### src/rtl/stepper_pkg.sv
// Shared types and defaults for the step/direction axis array.
package stepper_pkg;

  typedef enum logic [2:0] {
    IDLE, SETUP, PULSE, GAP, HOME_SETUP, HOME_PULSE, HOME_GAP
  } axis_state_t;

  localparam int PULSE_CYC_D = 40;
  localparam int DIR_SETUP_D = 80;
  localparam int HOME_PER_D  = 4000;

  // Rise-to-rise spacing never drops below one high plus one equal low phase.
  function automatic int eff_period(input int period, input int pulse_cyc);
    return (period < 2 * pulse_cyc) ? 2 * pulse_cyc : period;
  endfunction

endpackage

### src/rtl/stepper_axis.sv
// One step/dir axis: move/homing FSM, phase counter, endstop synchroniser, position.
module stepper_axis
  import stepper_pkg::*;
#(
  parameter int POS_W     = 16,
  parameter int PER_W     = 16,
  parameter int PULSE_CYC = PULSE_CYC_D,
  parameter int DIR_SETUP = DIR_SETUP_D,
  parameter int HOME_PER  = HOME_PER_D
) (
  input  logic             clk,
  input  logic             rst,
  input  logic             start,
  input  logic             home_start,
  input  logic             cmd_dir,
  input  logic [POS_W-1:0] cmd_steps,
  input  logic [PER_W-1:0] cmd_period,
  input  logic             endstop,
  output logic             step,
  output logic             dir,
  output logic             busy,
  output logic [POS_W-1:0] pos
);

  localparam int CNT_W = $clog2((HOME_PER > DIR_SETUP ? HOME_PER : DIR_SETUP) + (1 << PER_W));

  axis_state_t      state, state_n;
  logic [CNT_W-1:0] cnt, cnt_n;
  logic [POS_W-1:0] steps_q;
  logic [PER_W-1:0] per_q;
  logic             es_s1, es_s2;
  logic             ld, ld_home, rise, clr_pos, hit;

  assign busy = (state != IDLE);
  assign hit  = es_s2 & ~dir;

  always_comb begin
    state_n = state;
    cnt_n   = cnt - CNT_W'(1);
    ld      = 1'b0;
    ld_home = 1'b0;
    rise    = 1'b0;
    clr_pos = 1'b0;
    case (state)
      IDLE: begin
        cnt_n = CNT_W'(DIR_SETUP - 1);
        if (home_start) begin
          state_n = HOME_SETUP;
          ld_home = 1'b1;
        end else if (start) begin
          state_n = SETUP;
          ld      = 1'b1;
        end
      end
      SETUP: begin
        if (steps_q == '0) state_n = IDLE;
        else if (hit) begin
          state_n = IDLE;
          clr_pos = 1'b1;
        end else if (cnt == '0) begin
          state_n = PULSE;
          cnt_n   = CNT_W'(PULSE_CYC - 1);
          rise    = 1'b1;
        end
      end
      // A limit hit lets the running pulse finish before aborting.
      PULSE: if (cnt == '0) begin
        if (hit) begin
          state_n = IDLE;
          clr_pos = 1'b1;
        end else if (steps_q == '0) state_n = IDLE;
        else begin
          state_n = GAP;
          cnt_n   = CNT_W'(eff_period(int'(per_q), PULSE_CYC) - PULSE_CYC - 1);
        end
      end
      GAP: begin
        if (hit) begin
          state_n = IDLE;
          clr_pos = 1'b1;
        end else if (cnt == '0) begin
          state_n = PULSE;
          cnt_n   = CNT_W'(PULSE_CYC - 1);
          rise    = 1'b1;
        end
      end
      HOME_SETUP: if (cnt == '0) begin
        if (es_s2) begin
          state_n = IDLE;
          clr_pos = 1'b1;
        end else begin
          state_n = HOME_PULSE;
          cnt_n   = CNT_W'(PULSE_CYC - 1);
          rise    = 1'b1;
        end
      end
      HOME_PULSE: if (cnt == '0) begin
        if (es_s2) begin
          state_n = IDLE;
          clr_pos = 1'b1;
        end else begin
          state_n = HOME_GAP;
          cnt_n   = CNT_W'(HOME_PER - PULSE_CYC - 1);
        end
      end
      HOME_GAP: begin
        if (es_s2) begin
          state_n = IDLE;
          clr_pos = 1'b1;
        end else if (cnt == '0) begin
          state_n = HOME_PULSE;
          cnt_n   = CNT_W'(PULSE_CYC - 1);
          rise    = 1'b1;
        end
      end
      default: state_n = IDLE;
    endcase
  end

  always_ff @(posedge clk) begin
    if (rst) begin
      state   <= IDLE;
      cnt     <= '0;
      steps_q <= '0;
      per_q   <= '0;
      dir     <= 1'b0;
      pos     <= '0;
      step    <= 1'b0;
      es_s1   <= 1'b0;
      es_s2   <= 1'b0;
    end else begin
      state <= state_n;
      cnt   <= cnt_n;
      step  <= (state_n == PULSE) || (state_n == HOME_PULSE);
      es_s1 <= endstop;
      es_s2 <= es_s1;
      if (ld) begin
        steps_q <= cmd_steps;
        per_q   <= cmd_period;
        dir     <= cmd_dir;
      end else if (ld_home) dir <= 1'b0;
      else if (rise && (state == SETUP || state == GAP)) steps_q <= steps_q - POS_W'(1);
      if (clr_pos) pos <= '0;
      else if (rise) pos <= dir ? pos + POS_W'(1) : pos - POS_W'(1);
    end
  end

endmodule

### src/rtl/stepper_axis_array.sv
// N-axis step/dir generator: per-axis engines plus homing coordination and supply enables.
module stepper_axis_array
  import stepper_pkg::*;
#(
  parameter int N_AXES    = 3,
  parameter int POS_W     = 16,
  parameter int PER_W     = 16,
  parameter int PULSE_CYC = PULSE_CYC_D,
  parameter int DIR_SETUP = DIR_SETUP_D,
  parameter int HOME_PER  = HOME_PER_D
) (
  input  logic                         clk,
  input  logic                         rst,
  input  logic [N_AXES-1:0]            cmd_valid,
  output logic [N_AXES-1:0]            cmd_ready,
  input  logic [N_AXES-1:0]            cmd_dir,
  input  logic [N_AXES-1:0][POS_W-1:0] cmd_steps,
  input  logic [N_AXES-1:0][PER_W-1:0] cmd_period,
  input  logic                         home_req,
  output logic                         home_done,
  input  logic [N_AXES-1:0]            endstop,
  output logic [N_AXES-1:0]            step,
  output logic [N_AXES-1:0]            dir,
  output logic [N_AXES-1:0]            sup,
  output logic [N_AXES-1:0]            busy,
  output logic [N_AXES-1:0][POS_W-1:0] pos
);

  logic homing, home_go;

  // sup doubles as the "out of reset" qualifier for accepting any request.
  assign home_go   = home_req & sup[0] & ~(|busy) & ~homing;
  assign cmd_ready = ~busy & sup & {N_AXES{~home_go & ~homing}};

  always_ff @(posedge clk) begin
    if (rst) begin
      sup       <= '0;
      homing    <= 1'b0;
      home_done <= 1'b0;
    end else begin
      sup       <= '1;
      home_done <= 1'b0;
      if (home_go) homing <= 1'b1;
      else if (homing && !(|busy)) begin
        homing    <= 1'b0;
        home_done <= 1'b1;
      end
    end
  end

  for (genvar i = 0; i < N_AXES; i++) begin : g_axis
    stepper_axis #(
      .POS_W(POS_W), .PER_W(PER_W), .PULSE_CYC(PULSE_CYC),
      .DIR_SETUP(DIR_SETUP), .HOME_PER(HOME_PER)
    ) u_axis (
      .clk        (clk),
      .rst        (rst),
      .start      (cmd_valid[i] & cmd_ready[i]),
      .home_start (home_go),
      .cmd_dir    (cmd_dir[i]),
      .cmd_steps  (cmd_steps[i]),
      .cmd_period (cmd_period[i]),
      .endstop    (endstop[i]),
      .step       (step[i]),
      .dir        (dir[i]),
      .busy       (busy[i]),
      .pos        (pos[i])
    );
  end

endmodule

### config.mk
export PLATFORM = sky130hd
export DESIGN_NAME = stepper_axis_array
export DESIGN_NICKNAME = d
export VERILOG_FILES = /design/src/rtl/stepper_pkg.sv /design/src/rtl/stepper_axis.sv /design/src/rtl/stepper_axis_array.sv
export SDC_FILE = /design/constraint.sdc
export NUM_CORES = 1
export LEC_CHECK = 0
export CORE_ASPECT_RATIO = 1.4
export CORE_MARGIN = 3
export CORE_UTILIZATION = 30
export CTS_BUF_LIST = sky130_fd_sc_hd__clkbuf_16
export CTS_CLUSTER_DIAMETER = 100
export DETAILED_ROUTE_END_ITERATION = 16
export PLACE_DENSITY = 0.49
export SYNTH_ARGS = -nofsm -noshare
export SYNTH_HDL_FRONTEND = slang
export SYNTH_SLANG_ARGS = --single-unit
export TNS_END_PERCENT = 20
### constraint.sdc
create_clock -name clk -period 3.7 [get_ports clk]
set_input_delay 0.74 -clock clk [delete_from_list [all_inputs] [get_ports clk]]
set_output_delay 0.74 -clock clk [all_outputs]
set_load 0.05 [all_outputs]
==> metrics.yaml, run 1 <==
syn_nets: 1919
rows: 91
cts_buffers: 27
maxSlewHeadroom_pct: 42.0
synth_compound_area_share_pct: 22.1
clk_latency_ns: 0.56
critPathMaxStageDelay_ns: 0.62
synth_xor_area_share_pct: 9.52
cp-start-kind: "register"
tightestPinTransition_ns: 0.857
hold_buffers: 0
criticalPathCategory: "register to register"
area.growth.synth_to_final_pct: 25.4
path_cells: "or3_1 -> or4_1 -> or3_4 -> or4_1 -> or3_1 -> o31a_1 -> nor3_1 -> nor3_1"
nets: 2084
hold_path_depth: 1
synthAdderAreaFrac_pct: 5.20
synth_seq_cells: 219
period_needed_ns: 3.44
hold_viol: 0
syn_area_mm2: 0.0134
r2r-end: "g_axis[1].u_axis.steps_q[6]$_SDFFE_PP0P_"
clock_skew_ns: 0.0104
cts_root_buf: "clkbuf_16"
grtUsageTotal_pct: 17.4
hold_path_class: "register to register"
ys.flop_type: "dfxtp_1"
wire_per_inst_um: 17.0
ys_warn_count: 0
fp.dieH_um: 256
status: "finished, final reports clean"
setup_ws_ns: 0.263
synth_cell_types: 78
vias: 13100
grt.overflow.total: 0
cts.clk_slew.worst_paths_ns: 0.06
powerDensity_mw_per_mm2: 475
grt_max_degree: 42
clock.fmax_mhz: 291
cp_num_buf_inv: 0
leakagePower_uw: 0.00620
place_area_mm2: 0.0159
design_area_mm2: 0.0168
pre_cts_slack_ns: 0.0991
n_antenna_cell: 0
finalCritPeriodShare_pct: 92.9
grt_setup_unrepaired: "false"
clockBufferDepth: 3
cts.sinks: 219
drive_above_1_share_pct: 7.41
seq_area_frac_synth_pct: 32.7
critical-path-top-delay-family: "simple AND/OR/NAND/NOR gates"
crit_fanout: 13
drt-total-wl_um: 42600
initial_utilization_pct: 30.4
dr.pass1.iters: 5
die-area_mm2: 0.0474
final_max_slew_viol_count: 0
timing.hold.worst_endpoint: "g_axis[2].u_axis.es_s2$_SDFF_PP0_"
antenna_left: 0
endpoint_kind: "register"
async_flop_share_pct: 0
hp-start: "g_axis[2].u_axis.es_s1$_SDFF_PP0_"
vias_per_cell: 5.24
synth-simple-area-share_pct: 25.9
dp_hpwl_um: 32000
grt_pass1_vias: 13000
drv_cap: 0
port_buffers: 171
r2r-start: "g_axis[1].u_axis.cnt[3]$_SDFF_PP0_"
synth_edf_count: 0
synth_top_family_by_area: "simple AND/OR/NAND/NOR gates"
antenna_found_initial: 0
io_pins: 172
synthMuxAreaShare_pct: 0.485
coreArea_mm2: 0.0442
grt_pass1_wl_um: 68200
cpMaxStageDelayCell: "or4_1"
ff2ff_path_depth: 8
peakVddDrop_uv: 324
gp_congestion: 0.881
chipWidth_um: 185
setup_violations: 0
syn_area_per_cell_um2: 7.64
fin_setup_tns_ns: 0
cp.required_ns: 4.13
route.detailed.drc: 0
setup.reg_to_reg.worst_slack_ns: 0.26
h-tree-depth: 1
drt_iter0_drc: 468
worstPathArrival_ns: 3.86
netlist_instances: 1757
cts_tree: "done"
post_cts_buffers: 0
==> placed cells by master, fill, tap and decap left out, types with 27 or more instances in the layout <==
cell and instances:
a211oi_1 58, a21oi_1 163, buf_4 59, clkbuf_16 27
clkdlybuf4s50_1 167, dfxtp_1 219, ha_1 51, inv_1 44
nand2_1 267, nand3_1 35, nor2_1 185, nor3_1 60
nor4_1 28, o21ai_0 74, or3_1 27, xnor2_1 88
xor2_1 58
==> what timing repair did <==
item                                    in CTS  in global routing
endpoints found under the setup margin       0                  7
resized for setup                            0                  8
endpoints found under the hold margin        0                  0
==> layout make-up <==
| type | instances | area (µm²) |
|---|---|---|
| clock buffer | 27 | 676 |
| clock inverter | 23 | 219 |
| fill | 4559 | 27300 |
| inverter | 41 | 154 |
| multi-input combinational | 1404 | 8530 |
| sequential | 219 | 4380 |
| tap | 558 | 698 |
| timing repair buffer | 229 | 2170 |
==> Yosys cell counts, drive strengths merged (7+ instances only) <==
| master | n | share of area (%) |
|---|---|---|
| nor2b | 20 | 0.93 |
| nand3 | 35 | 1.3 |
| clkbuf | 72 | 2.0 |
| o31a | 7 | 0.46 |
| xor2 | 58 | 3.8 |
| o211ai | 11 | 0.62 |
| dfxtp | 219 | 33 |
| nand2 | 268 | 7.5 |
| and3 | 9 | 0.42 |
| nand3b | 7 | 0.39 |
| or3 | 28 | 1.3 |
| a211oi | 60 | 3.4 |
| inv | 41 | 1.1 |
| or2 | 14 | 0.67 |
| o21bai | 7 | 0.39 |
| o21ai | 75 | 2.8 |
| nand2b | 20 | 0.93 |
| and2 | 13 | 0.61 |
| nor4 | 30 | 1.5 |
| buf | 21 | 0.92 |
| o31ai | 12 | 0.67 |
| a21oi | 163 | 6.1 |
| nor3 | 64 | 2.5 |
| a21o | 18 | 1.0 |
| a311oi | 10 | 0.65 |
| or4 | 19 | 1.1 |
| a31oi | 14 | 0.65 |
| nor2 | 185 | 5.2 |
| o21a | 9 | 0.50 |
| xnor2 | 88 | 5.7 |
| ha | 51 | 4.8 |
| a221oi | 9 | 0.59 |
==> cell families (layout without fill, tap and decap cells) <==
| family | count (synthesis) | count (layout) |
|---|---|---|
| simple gates | 737 | 737 |
| compound gates | 461 | 461 |
| flops | 219 | 219 |
| xor+xnor | 146 | 146 |
| buf+inv | 134 | 320 |
| fa+ha+maj | 54 | 54 |
| mux | 6 | 6 |
==> layer usage <==
layer | routed length [µm] | GRT usage [%]
met5 | 0 | 0
met4 | 1290 | 6.03
met3 | 1850 | 2.50
met2 | 21700 | 31.8
met1 | 17800 | 20.5
==> report_power, final <==
part / switching, µW / internal, µW
Combinational: 1490 / 1040
Sequential: 193 / 2550
Clock: 1120 / 1610
Total: 2810 / 5200
==> sequential cells by signal, indices dropped and copies added, names as in the netlist <==
register,flops
g_axis.u_axis.cnt,51
g_axis.u_axis.per_q,48
g_axis.u_axis.pos,48
g_axis.u_axis.steps_q,48
g_axis.u_axis.state,9
g_axis.u_axis.dir,3
g_axis.u_axis.es_s1,3
g_axis.u_axis.es_s2,3
g_axis.u_axis.step,3
home_done,1
homing,1
sup,1
==> worst register-to-register path: cells and delay by family, from the launching register on <==
kind	cells	cell delay (ns)
and+or+nand+nor	7	2.74
DFF	1	0.33
AOI/OAI and AO/OA	1	0.25
==> how the worst max path moves through the flow <==
stage	startpoint	end	depth (start not counted)
final	g_axis[1].u_axis.cnt[3]$_SDFF_PP0_	g_axis[1].u_axis.steps_q[6]$_SDFFE_PP0P_	8
after global routing	g_axis[1].u_axis.dir$_SDFFE_PP0P_	g_axis[1].u_axis.pos[15]$_SDFFE_PP0P_	10
after CTS	g_axis[0].u_axis.per_q[8]$_SDFFE_PP0P_	g_axis[0].u_axis.cnt[10]$_SDFF_PP0_	11
after detailed placement	g_axis[0].u_axis.per_q[8]$_SDFFE_PP0P_	g_axis[0].u_axis.cnt[10]$_SDFF_PP0_	11
after global placement	g_axis[0].u_axis.per_q[8]$_SDFFE_PP0P_	g_axis[0].u_axis.cnt[10]$_SDFF_PP0_	11
after floorplan	g_axis[0].u_axis.state[1]$_SDFF_PP0_	g_axis[0].u_axis.per_q[10]$_SDFFE_PP0P_	9
==> through the flow <==
| stage | total power (µW) | hold slack (ns) | util (%) | cells |
|---|---|---|---|---|
| after floorplan | 4530 | 0.414 | - | 1757 |
| after global placement | 5290 | 0.423 | 36.0 | 2451 |
| after detailed placement | 5300 | 0.428 | 36.0 | 2451 |
| after CTS | 8100 | 0.452 | 38.0 | 2501 |
| after global routing | 8500 | 0.469 | 38.1 | 2501 |
| final | 8000 | 0.443 | 38.1 | 2501 |
No activity file was read; power rests on OpenSTA's default activity.
==> run 2: changes to the inputs <==
MAX_ROUTING_LAYER = met4   (was unset)
==> metrics.yaml, run 2 (same netlist as run 1, synthesis figures left out) <==
critical-path-top-delay-family: "simple AND/OR/NAND/NOR gates"
cts_buffers: 27
dp_hpwl_um: 32000
grt_pass1_vias: 13000
antenna_found_initial: 0
n_antenna_cell: 0
tightestPinTransition_ns: 0.851
critPathMaxStageDelay_ns: 0.62
drv_cap: 0
grtUsageTotal_pct: 17.9
grt.overflow.total: 0
io_pins: 172
clock_skew_ns: 0.0134
grt_max_degree: 42
grt_setup_unrepaired: "false"
dr.pass1.iters: 5
period_needed_ns: 3.44
antenna_left: 0
vias_per_cell: 5.24
drt-total-wl_um: 42600
route.detailed.drc: 0
hold_viol: 0
drt_iter0_drc: 504
coreArea_mm2: 0.0442
gp_congestion: 0.897
cts.sinks: 219
worstPathArrival_ns: 3.87
cts_root_buf: "clkbuf_16"
fin_setup_tns_ns: 0
pre_cts_slack_ns: 0.0991
mostFrequentLayoutCells: "267 x nand2_1, 219 x dfxtp_1, 185 x nor2_1, 167 x clkdlybuf4s50_1, 163 x a21oi_1"
postLayoutCoreUtil_pct: 38.1
nets: 2084
cp_num_buf_inv: 0
finalCritPeriodShare_pct: 92.9
maxSlewHeadroom_pct: 42.5
setup.reg_to_reg.worst_slack_ns: 0.26
clock.fmax_mhz: 291
path_cells: "or3_1 -> or4_1 -> or3_4 -> or4_1 -> or3_1 -> o31a_1 -> nor3_1 -> nor3_1"
fp.dieH_um: 256
setup_ws_ns: 0.262
clk_latency_ns: 0.56
rows: 91
hold_ws_ns: 0.444
cts_tree: "done"
clockBufferDepth: 3
hold_buffers: 0
wire_per_inst_um: 17.0
criticalPathCategory: "register to register"
largest_register: "g_axis.u_axis.cnt"
powerDensity_mw_per_mm2: 476
crit_fanout: 13
die-area_mm2: 0.0474
initial_utilization_pct: 30.4
post_cts_buffers: 0
status: "finished, final reports clean"
h-tree-depth: 1
chipWidth_um: 185
cp-start-kind: "register"
vias: 13100
hold_path_class: "register to register"
mostFrequentLayoutCell: "nand2_1"
cpMaxStageDelayCell: "or4_1"
drive_above_1_share_pct: 7.41
leakagePower_uw: 0.00620
cts.clk_slew.worst_paths_ns: 0.06
peakVddDrop_uv: 321
largest_register_ffs: 51
cp.required_ns: 4.13
port_buffers: 171
endpoint_kind: "register"
final_max_slew_viol_count: 0
setup_violations: 0
grt_pass1_wl_um: 68200
area.growth.synth_to_final_pct: 25.4
-- run 2: path summary, 6_finish.rpt --
kind                                      startpoint                                       end  depth (start not counted)
setup / recovery  g_axis[1].u_axis.cnt[3]$_SDFF_PP0_  g_axis[1].u_axis.steps_q[6]$_SDFFE_PP0P_                          8
hold / removal     g_axis[2].u_axis.es_s1$_SDFF_PP0_         g_axis[2].u_axis.es_s2$_SDFF_PP0_                          1
setup reg to reg  g_axis[1].u_axis.cnt[3]$_SDFF_PP0_  g_axis[1].u_axis.steps_q[6]$_SDFFE_PP0P_                          8
hold reg to reg    g_axis[2].u_axis.es_s1$_SDFF_PP0_         g_axis[2].u_axis.es_s2$_SDFF_PP0_                          1
-- run 2: final cells by class --
type | count | area, µm²
fill | 4559 | 27300
sequential | 219 | 4380
clock inverter | 23 | 219
multi-input combinational | 1404 | 8530
clock buffer | 27 | 676
tap | 558 | 698
inverter | 41 | 154
timing repair buffer | 229 | 2170
-- run 2: report_power, final --
part | switching (µW) | internal, µW
logic | 1490 | 1040
registers | 193 | 2550
clock network | 1120 | 1610
-- run 2: metal layers --
metal / part of all wire, % / vias to the layer above / routed length [µm] / track usage, %
li1: - / 6608 / - / -
met2: 51 / 325 / 21800 / 32.1
met5: 0 / - / 0 / -
met4: 2.6 / 0 / 1090 / 5.38
met1: 42 / 6101 / 17800 / 20.7
met3: 4.4 / 64 / 1890 / 2.34
-- run 2: what timing repair did --
| item | CTS | global route |
|---|---|---|
| endpoints found under the hold margin | 0 | 0 |
| endpoints found under the setup margin | 0 | 7 |
| resized for setup | 0 | 8 |
-- run 2: through the flow --
stage               cell area (µm²)  power (µW)  cells
floorplan                     13400        4530   1757
global placement              15900        5290   2451
detailed placement            15900        5300   2451
CTS                           16800        8100   2501
global route                  16800        8500   2501
finish                        16800        8010   2501
-- run 2: worst reg2reg max path, stage by stage, from the launching register on --
cell and delay, ns:
dfxtp_1 0.33, or3_1 0.42, or4_1 0.62, or3_4 0.46, or4_1 0.60, or3_1 0.41
o31a_1 0.25, nor3_1 0.16, nor3_1 0.07
